--- src/rtl/conv_ser_pkg.sv ---
// Shared types and constants for the conv-tree word serializer path.
package conv_ser_pkg;

  typedef enum logic {
    IDLE  = 1'b0,
    SHIFT = 1'b1
  } ser_state_e;

  localparam logic IDLE_LEVEL_DEFAULT = 1'b0;

  function automatic int unsigned cnt_width(input int unsigned width);
    return $clog2(width);
  endfunction

endpackage

--- src/rtl/conv_word_serializer_edge_tick.sv ---
// Samples a slow divided clock on the fast clock and flags its rising edges.
module edge_tick (
  input  logic clk_i,
  input  logic rst_i,
  input  logic sig_i,
  output logic tick_o
);

  logic sig_q;

  // Reset high so a divider that also resets high yields no spurious tick.
  always_ff @(posedge clk_i or negedge rst_i) begin
    if (!rst_i) sig_q <= 1'b1;
    else        sig_q <= sig_i;
  end

  assign tick_o = sig_i & ~sig_q;

endmodule

--- src/rtl/conv_word_serializer.sv ---
// Buffers parallel conv-tree words and shifts them out MSB-first, one bit per
// rising edge of the divided clock (sampled as data on clk_i).
module conv_word_serializer
  import conv_ser_pkg::*;
#(
  parameter int unsigned WIDTH      = 16,
  parameter logic        IDLE_LEVEL = IDLE_LEVEL_DEFAULT
) (
  input  logic             clk_i,
  input  logic             rst_i,
  input  logic             slow_clk_i,
  input  logic [WIDTH-1:0] in_data_i,
  input  logic             in_valid_i,
  output logic             in_ready_o,
  output logic             ser_data_o,
  output logic             ser_frame_o,
  output logic             ser_active_o,
  output logic             word_done_o
);

  localparam int unsigned    CW       = cnt_width(WIDTH);
  localparam logic [CW-1:0]  CNT_ONE  = CW'(1);
  localparam logic [CW-1:0]  CNT_LAST = CW'(WIDTH - 1);

  logic tick;

  ser_state_e       state_q, state_d;
  logic [WIDTH-1:0] buf_data_q, buf_data_d;
  logic             buf_valid_q, buf_valid_d;
  logic [WIDTH-1:0] shreg_q, shreg_d;
  logic [CW-1:0]    bit_cnt_q, bit_cnt_d;
  logic             ser_q, ser_d;
  logic             frame_q, frame_d;
  logic             done_q, done_d;

  edge_tick u_edge_tick (
    .clk_i  (clk_i),
    .rst_i  (rst_i),
    .sig_i  (slow_clk_i),
    .tick_o (tick)
  );

  always_ff @(posedge clk_i or negedge rst_i) begin
    if (!rst_i) begin
      state_q     <= IDLE;
      buf_data_q  <= '0;
      buf_valid_q <= 1'b0;
      shreg_q     <= '0;
      bit_cnt_q   <= '0;
      ser_q       <= IDLE_LEVEL;
      frame_q     <= 1'b0;
      done_q      <= 1'b0;
    end else begin
      state_q     <= state_d;
      buf_data_q  <= buf_data_d;
      buf_valid_q <= buf_valid_d;
      shreg_q     <= shreg_d;
      bit_cnt_q   <= bit_cnt_d;
      ser_q       <= ser_d;
      frame_q     <= frame_d;
      done_q      <= done_d;
    end
  end

  always_comb begin
    state_d     = state_q;
    buf_data_d  = buf_data_q;
    buf_valid_d = buf_valid_q;
    shreg_d     = shreg_q;
    bit_cnt_d   = bit_cnt_q;
    ser_d       = ser_q;
    frame_d     = frame_q;
    done_d      = 1'b0;

    // Accept and load are exclusive: accept needs an empty buffer, load a full one.
    if (in_valid_i && !buf_valid_q) begin
      buf_data_d  = in_data_i;
      buf_valid_d = 1'b1;
    end

    if (tick) begin
      if (state_q == IDLE || bit_cnt_q == '0) begin
        done_d = (state_q == SHIFT);
        if (buf_valid_q) begin
          shreg_d     = buf_data_q;
          ser_d       = buf_data_q[WIDTH-1];
          frame_d     = 1'b1;
          bit_cnt_d   = CNT_LAST;
          state_d     = SHIFT;
          buf_valid_d = 1'b0;
        end else begin
          state_d = IDLE;
          ser_d   = IDLE_LEVEL;
          frame_d = 1'b0;
        end
      end else begin
        ser_d     = shreg_q[bit_cnt_q - CNT_ONE];
        bit_cnt_d = bit_cnt_q - CNT_ONE;
        frame_d   = 1'b0;
      end
    end
  end

  assign in_ready_o   = ~buf_valid_q;
  assign ser_data_o   = ser_q;
  assign ser_frame_o  = frame_q;
  assign ser_active_o = (state_q == SHIFT);
  assign word_done_o  = done_q;

endmodule

--- config.mk ---
export PLATFORM = sky130hd
export DESIGN_NAME = conv_word_serializer
export DESIGN_NICKNAME = d
export VERILOG_FILES = /design/src/rtl/conv_ser_pkg.sv /design/src/rtl/conv_word_serializer_edge_tick.sv /design/src/rtl/conv_word_serializer.sv
export SDC_FILE = /design/constraint.sdc
export NUM_CORES = 1
export LEC_CHECK = 0
export CAP_MARGIN = 20
export CORE_ASPECT_RATIO = 2
export CORE_MARGIN = 2
export CORE_UTILIZATION = 35
export CTS_BUF_LIST = sky130_fd_sc_hd__clkbuf_8
export DETAILED_ROUTE_END_ITERATION = 10
export GPL_TIMING_DRIVEN = 0
export PLACE_DENSITY = 0.67
export SLEW_MARGIN = 20
export SYNTH_ARGS = -nofsm -noshare
export SYNTH_HDL_FRONTEND = slang
export SYNTH_SLANG_ARGS = --single-unit
--- constraint.sdc ---
create_clock -name clk_i -period 2.23 [get_ports clk_i]
set_input_delay 0.446 -clock clk_i [delete_from_list [all_inputs] [get_ports clk_i]]
set_output_delay 0.446 -clock clk_i [all_outputs]
set_load 0.03 [all_outputs]
==> results of run 1 <==
## cells by family after synthesis
kind of cell,share of synthesized area [%]
flops,58.0
buf+inv,3.38
mux,26.3
compound gates,4.62
xor+xnor,0.965
fa+ha+maj,0.689
simple gates,6.07
## power groups by stage
stage	Combinational (µW)	Sequential (µW)	Clock [µW]
after global routing	947	1330	511
final	862	1280	462
after detailed placement	878	1310	0
after CTS	880	1290	477
after global placement	832	1270	0
after floorplan	643	1250	0
## worst paths after layout
path | from | endpoint | cells after the start | slack, ns
min | rst_i | buf_valid_q$_DFF_PN0_ | 1 | 0.01
max in group asynchronous | rst_i | shreg_q[1]$_DFFE_PN0P_ | 2 | 1.77
min in group clk_i | buf_data_q[8]$_DFFE_PN0P_ | buf_data_q[8]$_DFFE_PN0P_ | 1 | 0.51
max reg2reg | bit_cnt_q[0]$_DFFE_PN0P_ | shreg_q[0]$_DFFE_PN0P_ | 7 | 0.15
min reg2reg | buf_data_q[8]$_DFFE_PN0P_ | buf_data_q[8]$_DFFE_PN0P_ | 1 | 0.51
max | bit_cnt_q[0]$_DFFE_PN0P_ | shreg_q[0]$_DFFE_PN0P_ | 7 | 0.15
## cells in the final DEF (no fill, tap or decap), types with 3 or more instances in the layout
master           count
nand3_1              4
o21ai_0              4
a21oi_1              3
clkdlybuf4s50_1     23
nor2_1               5
mux2_2              34
inv_1                6
dfrtp_1             41
nand2_1              3
clkbuf_8             5
buf_6                3
## area by class of cell
class                      instances  area [µm²]
inverter                           5        18.8
timing repair buffer              25         255
buffer                             5        42.5
multi-input combinational         75         702
fill                             496        2870
sequential                        42        1050
clock buffer                       5        68.8
clock inverter                     3        13.8
tap                               58        72.6
## cell usage after synthesis
library cell and count:
or3b_4 1, xor2_1 1, o311ai_1 1, mux4_2 1, mux2_2 34, buf_6 3
mux2i_1 2, dfstp_2 1, inv_1 5, nand3b_1 1, a2bb2oi_1 1, nor2b_1 2
nand2_1 3, ha_1 1, buf_2 1, a21oi_4 1, mux4_1 2, nor2_1 5
xnor2_1 1, and3_1 1, o21ai_0 4, a21o_1 1, a21oi_1 3, nand3_1 4
a22oi_1 1, nand2b_1 2, nor3_1 2, clkbuf_1 1, dfrtp_1 41
## state kept, by name, indices dropped and copies added (netlist names)
name               cells
ser_active_o           1
u_edge_tick.sig_q      1
shreg_q               16
buf_data_q            16
ser_data_o             1
word_done_o            1
ser_frame_o            1
buf_valid_q            1
bit_cnt_q              4
## layer usage
metal	part of all wire [%]	routed length, µm	track usage [%]	up-vias
met3	2.3	79	2.83	8
met5	0	0	0	-
met2	61	2120	25.3	25
met1	34	1190	15.9	569
li1	-	-	-	511
met4	2.3	81	6.79	0
## metrics by stage
stage | total power (µW) | setup WS [ns] | hold WS, ns | setup TNS (ns) | instances
global placement | 2110 | -0.236 | 0.465 | -9.90 | 209
detailed placement | 2180 | -0.104 | 0.328 | -0.884 | 210
CTS | 2650 | 0.142 | 0.0128 | 0 | 218
global route | 2790 | 0.0453 | 0.0141 | 0 | 218
finish | 2610 | 0.153 | 0.0105 | 0 | 218
floorplan | 1900 | 0.300 | 0.150 | 0 | 127
==> metrics.txt, run 1 <==
Sw Ratio between 30 and 40%; max-cap violation count 0; Post-CTS Resized 0; Seq/Total Area, Yosys 58.0%; insertion delay to the later sink of the worst-skew pair 0.29 ns; RSZ-0062 raised after global routing no; CTS tree yes; VDD IR-drop max 0.612 mV; internal power 1820 µW; GRT overflow 0; initial antenna violation count 0; Max Fanout on Critical Path 10; clock slew at reported path FFs 0.08 ns; register share of total power 49.2%; worst slew pin tran 0.478 ns; crit-path cells buf_6 > inv_1 > ha_1 > or3b_4 > a21oi_4 > buf_6 > mux2_2; Post-Synthesis Net Count roughly 150; end-of-flow core utilization between 40 and 50%; status completed; Synth Register Bits 42; CTS Hold Bufs 0; synthesized area 0.00182 mm²; slew margin rel. 68.2%; area leader, netlist dfrtp_1; leakage 0.000980 µW; FMAX between 400 and 500 MHz; Cell variety after synth 29; drt pass-1 iters 4; Clock Power Share 17.7%; largest net degree at the start of global routing 34; Detail Placement HPWL 2720 µm; Net Sw Power 786 µW; area added between synthesis and finish 22.6%; top cells by area, synth dfrtp_1 (57%), mux2_2 (21%), mux4_1 (2.9%); final worst-path cycle share 93.1%; Fin. Hold Viols 0; Core ar. 0.00509 mm²; Clock Skew 0.00698 ns; Site Rows 37; routability cong. 0.818; diode count 0; startpoint types flip-flop; wire per inst 15.9 µm; Placed Area approximately 0.0021 mm²; slowest CP cell or3b_4; vias in the first global route 1263; Syn Inst Count 127; CTS max path bufs 2; critical path class flip-flop to flip-flop; final WL 3470 µm; DRC viols 0; Critical Path RT 2.40 ns; total CTS buffers 5; initial core utilization 35.7%; GRT Total Usage ~15%; H-tree depth 2; final instance area 0.00223 mm²; Slew Limit Fails 0; Avg Vias per Cell between 5 and 6; IO Port Bufs 24; max incr delay on CP 0.44 ns; Die Wd 54.9 µm; Final #Nets 180; CP Capture Type flip-flop; Sink Count 42; Hold Path Class primary input to async pin; root buf cell clkbuf_8; post-route ant nets 0; share of layout cells above drive strength 1 31.9%; Ports 25; Post-Syn Area per Cell between 10 and 15 µm²; area of the die 0.00581 mm²; delay-heaviest family, CP simple AND/OR/NAND/NOR gates; WP buf/inv 3; postcts setup bufs 0; global-route wire length before repair 6060 µm; CP arrival 2.25 ns; DRT iter0 DRCs 12; min Tclk post-route ~2.1 ns; power density over the cells 1170 mW/mm²; Syn. warnings 0; CP most frequent cell buf_6; Synth top area share 56.5%; final setup fails 0; Via Count around 1100; Die Span Y around 110 µm; Logic pwr share 33.0%
(Power assumes the default switching activity.)
==> inputs of run 2 (changes only) <==
--- a/config.mk
+++ b/config.mk
@@ -5,6 +5,7 @@
 export SDC_FILE = /design/constraint.sdc
 export NUM_CORES = 1
 export LEC_CHECK = 0
+export ABC_AREA = 0
 export CAP_MARGIN = 20
 export CORE_ASPECT_RATIO = 2
 export CORE_MARGIN = 2
@@ -12,6 +13,7 @@
 export CTS_BUF_LIST = sky130_fd_sc_hd__clkbuf_8
 export DETAILED_ROUTE_END_ITERATION = 10
 export GPL_TIMING_DRIVEN = 0
+export MAX_ROUTING_LAYER = met4
 export PLACE_DENSITY = 0.67
 export SLEW_MARGIN = 20
 export SYNTH_ARGS = -nofsm -noshare
==> metrics.txt, run 2 (synthesis results as in run 1) <==
critical path class flip-flop to flip-flop; Max Fanout on Critical Path 10; wire per inst 15.9 µm; commonest non-fill, non-tap cell in the layout dfrtp_1; status completed; FF-to-FF End shreg_q[0]$_DFFE_PN0P_; FMAX around 480 MHz; GRT Total Usage 14.9%; Clock Power Share 17.7%; Die Span Y between 100 and 150 µm; Final #Nets 180; CP arrival 2.25 ns; share of layout cells above drive strength 1 31.9%; initial antenna violation count 0; Reg area 0.00105 mm²; RSZ-0062 raised after global routing no; DRC viols 0; Site Rows 37; internal power 1820 µW; area of the multi-input gates 702 µm²; Largest regs buf_data_q (16), shreg_q (16), bit_cnt_q (4); clock slew at reported path FFs about 0.08 ns; Ports 25; Detail Placement HPWL 2720 µm; Clock Skew 0.00700 ns; VDD IR-drop max 0.612 mV; Critical Path RT 2.40 ns; CP Capture Type flip-flop; initial core utilization a little over a third; area added between synthesis and finish 22.6%; fill cell count 496; final worst-path cycle share 93.1%; leakage 0.000980 µW; DRT iter0 DRCs 11; Sw Ratio ~30%; max-cap violation count 0; Reg2Reg Setup Slack 0.15 ns; IO Port Bufs 24; CTS Hold Bufs 0; r2r startpoint bit_cnt_q[0]$_DFFE_PN0P_; H-tree depth 2; power density over the cells approximately 1200 mW/mm²; Post-CTS Resized 0; drt pass-1 iters 4; worst slew pin tran around 0.48 ns; startpoint types flip-flop; vias in the first global route approximately 1300; final WL 3460 µm; insertion delay to the later sink of the worst-skew pair 0.29 ns; slew margin rel. 68.1%; Hold Path Class primary input to async pin; postcts setup bufs 0; largest net degree at the start of global routing 34; worst hold slack 0.0113 ns; Logic pwr share 33.0%; Core ar. 0.00509 mm²; min Tclk post-route 2.08 ns; post-route ant nets 0; Net Sw Power 786 µW; GRT overflow 0; most frequent cells in the layout dfrtp_1 (41), mux2_2 (34), clkdlybuf4s50_1 (23); diode count 0; CTS max path bufs 2; root buf cell clkbuf_8; Sink Count 42; end-of-flow core utilization 43.7%; register share of total power 49.2%; total CTS buffers 5; Via Count ~1100; Die Wd ~55 µm; Reg2Reg Depth 7; final setup fails 0; Avg Vias per Cell 5.08; area of the die between 0.005 and 0.006 mm²; Fin. Hold Viols 0; Slew Limit Fails 0; global-route wire length before repair 6030 µm; CTS tree yes; routability cong. 0.830
-- run 2: critical path, cell delays in order, from the launching register on --
cell	delay, ns
dfrtp_1	0.37
buf_6	0.13
inv_1	0.08
ha_1	0.23
or3b_4	0.44
a21oi_4	0.18
buf_6	0.18
mux2_2	0.34
-- run 2: cell type report --
class	instances	share of cell area, %
Buffer	5	1.91
Clock buffer	5	3.09
Clock inverter	3	0.618
Inverter	5	0.843
Multi-Input combinational cell	75	31.5
Sequential cell	42	47.3
Tap cell	58	3.26
Timing Repair Buffer	25	11.5
-- run 2: metrics by stage --
step / setup TNS [ns] / worst slack [ns] / area [µm²] / total power (µW) / std cells
global placement: -9.90 / -0.236 / 2130 / 2110 / 209
finish: 0 / 0.154 / 2230 / 2610 / 218
detailed placement: -0.884 / -0.104 / 2140 / 2180 / 210
floorplan: 0 / 0.300 / 1820 / 1900 / 127
CTS: 0 / 0.142 / 2230 / 2650 / 218
global route: 0 / 0.0453 / 2230 / 2790 / 218
-- run 2: how the worst max path moves through the flow --
stage,start,to
detailed placement,in_valid_i,buf_data_q[12]$_DFFE_PN0P_
global route,bit_cnt_q[0]$_DFFE_PN0P_,shreg_q[0]$_DFFE_PN0P_
CTS,bit_cnt_q[0]$_DFFE_PN0P_,shreg_q[3]$_DFFE_PN0P_
floorplan,bit_cnt_q[0]$_DFFE_PN0P_,shreg_q[0]$_DFFE_PN0P_
finish,bit_cnt_q[0]$_DFFE_PN0P_,shreg_q[0]$_DFFE_PN0P_
global placement,rst_i,buf_data_q[1]$_DFFE_PN0P_
-- run 2: power groups by stage --
stage	Clock, µW	Sequential [µW]	Combinational (µW)
floorplan	0	1250	643
global placement	0	1270	832
detailed placement	0	1310	878
CTS	477	1290	880
global route	511	1330	947
finish	462	1280	862
-- run 2: layer usage --
metal	GRT usage [%]	wire length, µm	up-vias
li1	-	-	512
met1	15.8	1200	565
met2	25.3	2110	22
met3	2.83	74	8
met4	6.79	78	0
met5	-	0	-
